### src/rtl/sipo_pkg.sv
// Shared types and sizing helpers for the serial-in/parallel-out receiver.
package sipo_pkg;

  typedef enum logic [1:0] {
    IDLE   = 2'd0,
    SHIFT  = 2'd1,
    PARITY = 2'd2
  } sipo_state_t;

  // Counter must be able to hold WIDTH itself.
  function automatic int sipo_cnt_w(input int width);
    return $clog2(width + 1);
  endfunction

endpackage

### src/rtl/sipo_out_stage.sv
// Output holding register: loads completed words, does valid/ready, flags overrun.
module sipo_out_stage
  import sipo_pkg::*;
#(
  parameter int WIDTH = 4
) (
  input  logic             clk,
  input  logic             reset,
  input  logic             load_i,
  input  logic [WIDTH-1:0] word_i,
  input  logic             ready_i,
  output logic [WIDTH-1:0] parallel_o,
  output logic             valid_o,
  output logic             overrun_o
);

  always_ff @(posedge clk) begin
    if (reset) begin
      parallel_o <= '0;
      valid_o    <= 1'b0;
      overrun_o  <= 1'b0;
    end else if (load_i) begin
      // A word leaving on this edge frees the slot for the incoming one.
      if (!valid_o || ready_i) begin
        parallel_o <= word_i;
        valid_o    <= 1'b1;
      end else begin
        overrun_o  <= 1'b1;
      end
    end else if (valid_o && ready_i) begin
      valid_o <= 1'b0;
    end
  end

endmodule

### src/rtl/sipo_deserializer.sv
// LSB-first serial receiver assembling WIDTH-bit words.
// Optional even-parity bit per frame with SIPO_PARITY_CHECK_EN.
module sipo_deserializer
  import sipo_pkg::*;
#(
  parameter int WIDTH = 4
) (
  input  logic             clk,
  input  logic             reset,
  input  logic             serial_i,
  input  logic             valid_i,
  output logic [WIDTH-1:0] parallel_o,
  output logic             valid_o,
  input  logic             ready_i,
  output logic             busy_o,
  output logic             overrun_o,
  output logic             parity_err_o
);

  localparam int CW = sipo_cnt_w(WIDTH);

  sipo_state_t      state, state_n;
  logic [CW-1:0]    cnt, cnt_n;
  logic [WIDTH-1:0] sr, sr_n;
  logic             load;
`ifdef SIPO_PARITY_CHECK_EN
  logic             perr, perr_q;
`endif

  always_ff @(posedge clk) begin
    if (reset) begin
      state <= IDLE;
      cnt   <= '0;
      sr    <= '0;
    end else begin
      state <= state_n;
      cnt   <= cnt_n;
      sr    <= sr_n;
    end
  end

  always_comb begin
    state_n = state;
    cnt_n   = cnt;
    sr_n    = sr;
    load    = 1'b0;
`ifdef SIPO_PARITY_CHECK_EN
    perr    = 1'b0;
`endif
    case (state)
      IDLE: if (valid_i) begin
        sr_n    = {serial_i, sr[WIDTH-1:1]};
        cnt_n   = CW'(1);
        state_n = SHIFT;
      end
      SHIFT: if (valid_i) begin
        sr_n  = {serial_i, sr[WIDTH-1:1]};
        cnt_n = cnt + CW'(1);
        if (cnt == CW'(WIDTH - 1)) begin
`ifdef SIPO_PARITY_CHECK_EN
          state_n = PARITY;
`else
          load    = 1'b1;
          cnt_n   = '0;
          state_n = IDLE;
`endif
        end
      end
`ifdef SIPO_PARITY_CHECK_EN
      PARITY: if (valid_i) begin
        if (serial_i == ^sr) load = 1'b1;
        else                 perr = 1'b1;
        cnt_n   = '0;
        state_n = IDLE;
      end
`endif
      default: begin
        cnt_n   = '0;
        state_n = IDLE;
      end
    endcase
  end

  assign busy_o = (state != IDLE);

`ifdef SIPO_PARITY_CHECK_EN
  always_ff @(posedge clk) begin
    if (reset) perr_q <= 1'b0;
    else       perr_q <= perr;
  end
  assign parity_err_o = perr_q;
`else
  assign parity_err_o = 1'b0;
`endif

  // sr_n equals sr in PARITY, so it is the completed word in both builds.
  sipo_out_stage #(.WIDTH(WIDTH)) u_out (
    .clk       (clk),
    .reset     (reset),
    .load_i    (load),
    .word_i    (sr_n),
    .ready_i   (ready_i),
    .parallel_o(parallel_o),
    .valid_o   (valid_o),
    .overrun_o (overrun_o)
  );

endmodule

### config.mk
export PLATFORM = sky130hd
export DESIGN_NAME = sipo_deserializer
export DESIGN_NICKNAME = d
export VERILOG_FILES = /design/src/rtl/sipo_pkg.sv /design/src/rtl/sipo_out_stage.sv /design/src/rtl/sipo_deserializer.sv
export SDC_FILE = /design/constraint.sdc
export NUM_CORES = 1
export LEC_CHECK = 0
export ABC_AREA = 1
export CAP_MARGIN = 20
export CORE_AREA = 2 2 40 42
export DETAILED_ROUTE_END_ITERATION = 7
export DIE_AREA = 0 0 42 44
export PLACE_DENSITY_LB_ADDON = 0.08
export SLEW_MARGIN = 40
export SYNTH_ARGS = -nofsm -noshare
export SYNTH_HDL_FRONTEND = slang
export SYNTH_SLANG_ARGS = --single-unit
### constraint.sdc
create_clock -name clk -period 1.4 [get_ports clk]
set_clock_uncertainty 0.1 [all_clocks]
set_input_delay 0.28 -clock clk [delete_from_list [all_inputs] [get_ports clk]]
set_output_delay 0.28 -clock clk [all_outputs]
set_load 0.01 [all_outputs]
==> metrics, run 1 <==
largest family of logic cells by synthesized area simple AND/OR/NAND/NOR gates; Most common cell on crit path nand2_1; root buf cell clkbuf_4; peak supply drop between 0.5 and 0.6 mV; fin crit share 0.934; die height between 40 and 50 microns; pin count of the biggest net entering global routing 9; CP Data Arrival Time 1430 ps; endpoints failing setup 0; sw power 0.172 mW; vias in the first global route 492; Vias 530; CTS H-tree depth 1; CP Data Required Time around 1500 ps; routability cong. 0.725; die area 1850 sq um; CP Capture Type flip-flop; total CTS buffers 3; Cells after Synth slightly above 90; number of port buffers 11; Placeable Area about 1400 sq um; CTS max path bufs 2; Clock Sinks 14; Synth Area in Simple Gates 0.331; Mapped Area 632 sq um; total power draw 0.721 mW; number of antenna violations at the first check in global routing 0; clk slew on worst S/H paths 80 ps; Overall Global Routing Usage 0.143; Max Fclk 765 MHz; pwr dens approximately 900 nW/um^2; drt via density 4.31; share of layout cells above drive strength 1 0.131; P_int 0.550 mW; FP Rows 14; Post-DRT Antenna Nets 0; clock insertion delay at the later pin of the skew report between 200 and 300 ps; Tmin final 1310 ps; Final #Nets 115; CP max stage delay 650 ps; clock power share 0.305; CP max stage cell clkdlybuf4s50_1; IO Count 13; Critical path buffers and inverters 2; CP Max Fanout 7; Synth Area in Adders 0.0198; post-synthesis register bit count 14; average size of a mapped cell 6.94 sq um; register area share after synthesis 0.444; Initial Util 0.445; router iterations before antenna repair 2; Post-Synth XOR/XNOR Area 0; post-DP HPWL a little over 800 microns; total wire length approximately 1100 microns; CTS tree built; CP Launch Type input port; delay-heaviest family, CP buffers and inverters; Final Slew Violations 0; fin area around 790 sq um; critical-path cell list clkdlybuf4s50_1 > inv_2 > nand2_1 > nand2_1 > nand3_1 > nand2_1 > nor2_1; final hold viol count 0; DIE WIDTH 42 microns; DRT iter0 DRCs 7; Post-CTS Setup Repair Bufs 0; proportion of synthesized area in mux cells 0; Sequential Power Share 0.576; critical path type in2reg; LEAKAGE 0.407 nW; max-cap check violation count 0; outcome finished, final reports clean; syn nets 97; Hold Crit Class reg2reg; first-pass GRT wire length 1930 microns; RSZ-0062 raised after global routing false; Setup TNS 0 ps; switch share 0.238; Post-route DRC 0; n_diodes 0; Compound-Gate Fraction of Synth Area 0.0475; Core Util, Final 0.559; synth unique cells 18; Cell Area, Placed 779 sq um; Area growth, synth to finish 25.5%; Comb pwr share 0.119; grt total ovfl 0; Synth warnings 0; WL/cell 8.74 microns
-- worst paths after layout --
kind / slack [ps] / depth (start not counted) / endpoint / startpoint
hold / removal: 350 / 2 / u_out.overrun_o / u_out.overrun_o
setup reg to reg: 210 / 7 / u_out.parallel_o[3] / cnt[0]
hold reg to reg: 350 / 2 / u_out.overrun_o / u_out.overrun_o
setup / recovery: 90 / 7 / u_out.parallel_o[3] / valid_i
-- power by group through the flow --
stage                     logic, mW  clock network (mW)  registers (mW)
after global placement       0.0873                   0           0.425
after global routing         0.0982               0.247           0.417
after detailed placement     0.0878                   0           0.425
final                        0.0856               0.220           0.415
after CTS                    0.0867               0.228           0.415
after floorplan              0.0514                   0           0.427
-- registers in the layout, summed over array words and instances, names as in the netlist --
signal	cells
sr	4
u_out.parallel_o	4
cnt	3
state	1
u_out.overrun_o	1
u_out.valid_o	1
-- metal layers --
| layer | track usage | vias to the layer above | part of all wire |
|---|---|---|---|
| li1 | - | 297 | - |
| met1 | 0.173 | 220 | 0.51 |
| met2 | 0.216 | 9 | 0.43 |
| met3 | 0.0500 | 4 | 0.043 |
| met4 | 0.0968 | 0 | 0.019 |
| met5 | 0 | - | 0 |
-- worst register-to-register path: stages, from the launching register on --
cell and delay, ps:
dfxtp_1 350, ha_1 180, inv_1 60, nor2_2 140, nand3_4 110, nand2_1 70, inv_1 30, nor2_1 90
-- cell families (layout without fill, tap and decap cells) --
group | after synthesis | after routing
AO/OA/AOI/OAI | 6 | 6
adder cells (fa/ha/maj) | 1 | 1
buffers and inverters | 23 | 39
flip-flops | 14 | 14
other | 1 | 1
AND/OR/NAND/NOR | 46 | 46
-- cell usage in the layout (no fill, tap or decap) --
cell type and n:
nand2_1 25, inv_1 18, dfxtp_1 14, nor2_1 11, dlygate4sd2_1 7, buf_4 5, a21oi_1 4, nand3_1 4
clkdlybuf4s50_1 4, clkbuf_4 3, o21ai_0 2, nor2_2 2, inv_2 1, nand2_4 1, clkinv_2 1, nand3_4 1
nor3_1 1, nand3b_1 1, ha_1 1, conb_1 1
-- through the flow --
stage / hold WS [ps] / std cells / worst slack (ps)
6_report: 346 / 123 / 92.9
5_1_grt: 403 / 123 / 3.35
4_1_cts: 349 / 123 / 91.0
3_5_place_dp: 339 / 120 / -188
3_3_place_gp: 338 / 120 / -194
2_1_floorplan: 347 / 91 / 317
-- synth_stat cells --
master	count	area (sq um)
nor2_1	11	41.3
nand3_1	4	20.0
nand2_4	1	11.3
nor3_1	1	5.00
inv_2	1	3.75
buf_2	1	5.00
buf_4	2	15.0
nand3_4	1	17.5
ha_1	1	12.5
conb_1	1	3.75
a21oi_1	4	20.0
clkinv_2	1	5.00
inv_1	18	67.6
nand3b_1	1	7.51
dfxtp_1	14	280
o21ai_0	2	10.0
nand2_1	25	93.8
nor2_2	2	12.5
-- timing repair --
action / 4_1_cts / 5_1_grt
endpoints found under the setup margin: 7 / 0
hold buffers: 0 / 0
resized for setup: 7 / 0
-- area by class of cell --
| type | instances | area [sq um] |
|---|---|---|
| flip-flops and latches | 14 | 280 |
| inverters | 20 | 76.3 |
| clock buffers | 3 | 22.5 |
| fillers | 138 | 626 |
| repair buffers | 16 | 139 |
| multi-input cells | 54 | 255 |
| well taps | 16 | 20.0 |
(Power assumes the default switching activity.)
==> run 2: changes to the inputs <==
CAP_MARGIN = 5   (was 20)
==> results of run 2 <==
No change in the layout: final DEF, timing and power equal those of run 1.
==> run 3: changes to the inputs <==
CORE_AREA = 3 3 41 43   (was 2 2 40 42)
DIE_AREA = 0 0 44 46   (was 0 0 42 44)
==> run 3 against run 2 <==
  * Sequential share of layout area is 0.33 points lower
  * Power is 9.5% higher
  * Clock power is 32% higher
  * Non-clock buffer count is 1 lower
  * Register-to-register slack worse by 50 ps
  * Via count is 0.38% higher
  * Utilization is 4.1 points higher
  * Cell area is 0.95% higher
  * Maximum frequency is 3.8% higher
  * Critical path type is now reg2out
==> metrics, run 3 (synthesized netlist as in run 1, its figures left out) <==
outcome finished, final reports clean; Non-Filler Instances about 120; CP Max Fanout 2; routability cong. just under 0.8; fin crit share 0.899; sw power 0.184 mW; commonest non-fill, non-tap cell in the layout nand2_1; clock power share 0.367; IO Count 13; peak supply drop 0.616 mV; Final #Nets 114; Post-DRT Antenna Nets 0; LEAKAGE 0.418 nW; clock insertion delay at the later pin of the skew report 270 ps; Critical path buffers and inverters 1; die area 2020 sq um; CP max stage cell dfxtp_1; final hold viol count 0; clk slew on worst S/H paths around 90 ps; drt via density between 4 and 5; grt total ovfl 0; Hold Crit Class in2reg; delay-heaviest family, CP flip-flops; setup slack, reg-to-reg about 160 ps; Clock Sinks 14; Area growth, synth to finish 26.7%; Max Fclk between 700 and 800 MHz; Sequential Power Share 0.527; n_diodes 0; root buf cell clkbuf_4; CTS H-tree depth 1; most frequent cells in the layout nand2_1 (25), inv_1 (18), dfxtp_1 (14), nor2_1 (11), dlygate4sd2_1 (7); total wire length roughly 1100 microns; switch share 0.233; critical-path cell list dlygate4sd2_1; Post-CTS Setup Repair Bufs 0; pin count of the biggest net entering global routing 9; biggest regs sr (4), u_out.parallel_o (4), cnt (3); Fillers 123; total power draw a little under 0.8 mW; Gates resized, CTS repair 7; endpoints failing setup 0; critical path type reg2out; P_int 0.606 mW; post-DP HPWL 840 microns; # hold bufs at CTS 0; die height 46 microns; number of antenna violations at the first check in global routing 0; CTS tree built; WL/cell 9.12 microns; Comb pwr share 0.106; pwr dens 986 nW/um^2; FP Rows 13; CP Capture Type primary output; CP Launch Type flip-flop; vias in the first global route 439; first-pass GRT wire length 1820 microns; Tmin final 1260 ps; DRT iter0 DRCs 4; DIE WIDTH 44 microns; Placeable Area roughly 1300 sq um; Final Slew Violations 0; Initial Util 0.474; Post-route DRC 0; CP Data Arrival Time 880 ps; max-cap check violation count 0; CP max stage delay 340 ps; total CTS buffers 3; CP Data Required Time 1020 ps; Post-Place Cells 118; CTS max path bufs 2; RSZ-0062 raised after global routing false; Vias 532; number of port buffers 11; Overall Global Routing Usage 0.122; share of layout cells above drive strength 1 0.131; router iterations before antenna repair 4
## run 3: cell count changes in the layout (fill, tap and decap cells not counted)
cell             previous run  this run
clkbuf_8                    0         1
buf_4                       5         4
clkdlybuf4s50_1             4         3
dlymetal6s2s_1              0         1
## run 3: power by group through the flow
stage | clock, mW | sequential, mW | combinational (mW)
2_1_floorplan | 0 | 0.427 | 0.0514
3_3_place_gp | 0 | 0.425 | 0.0847
3_5_place_dp | 0 | 0.426 | 0.0848
4_1_cts | 0.299 | 0.416 | 0.0836
5_1_grt | 0.312 | 0.418 | 0.0946
6_report | 0.290 | 0.416 | 0.0838
## run 3: layout make-up
cell class                      instances  area, sq um  area share
Timing Repair Buffer                   15          134       0.167
Clock buffer                            4         36.3      0.0453
Sequential cell                        14          280       0.350
Tap cell                               15         18.8      0.0234
Inverter                               20         76.3      0.0953
Multi-Input combinational cell         54          255       0.319
## run 3: final timing paths
path                       startpoint                   to  cells past startpoint
setup / recovery  u_out.parallel_o[0]        parallel_o[0]                      1
hold / removal                valid_i             state[0]                      3
setup reg to reg               cnt[0]  u_out.parallel_o[3]                      7
hold reg to reg       u_out.overrun_o      u_out.overrun_o                      2
## run 3: routing by layer
layer	GRT usage	vias up	part of all wire
met5	0	-	0
met4	0.0361	0	0
met3	0.0356	0	0.051
met2	0.183	10	0.42
met1	0.168	227	0.53
li1	-	295	-
## run 3: per-stage QoR
stage	cell area, sq um	util	hold WS, ps	setup TNS (ps)	worst slack, ps
6_report	801	0.600	339	0	141
4_1_cts	798	0.598	354	0	94.1
3_5_place_dp	771	0.578	343	-1930	-200
3_3_place_gp	771	0.578	335	-1830	-204
2_1_floorplan	632	-	347	0	317
5_1_grt	801	0.600	351	0	9.35
## run 3: worst register-to-register path: cells and delay by family, from the launching register on
family / cells / cell delay [ps]
adder cells (fa/ha/maj): 1 / 180
buffers and inverters: 2 / 110
flip-flops: 1 / 370
AND/OR/NAND/NOR: 4 / 420
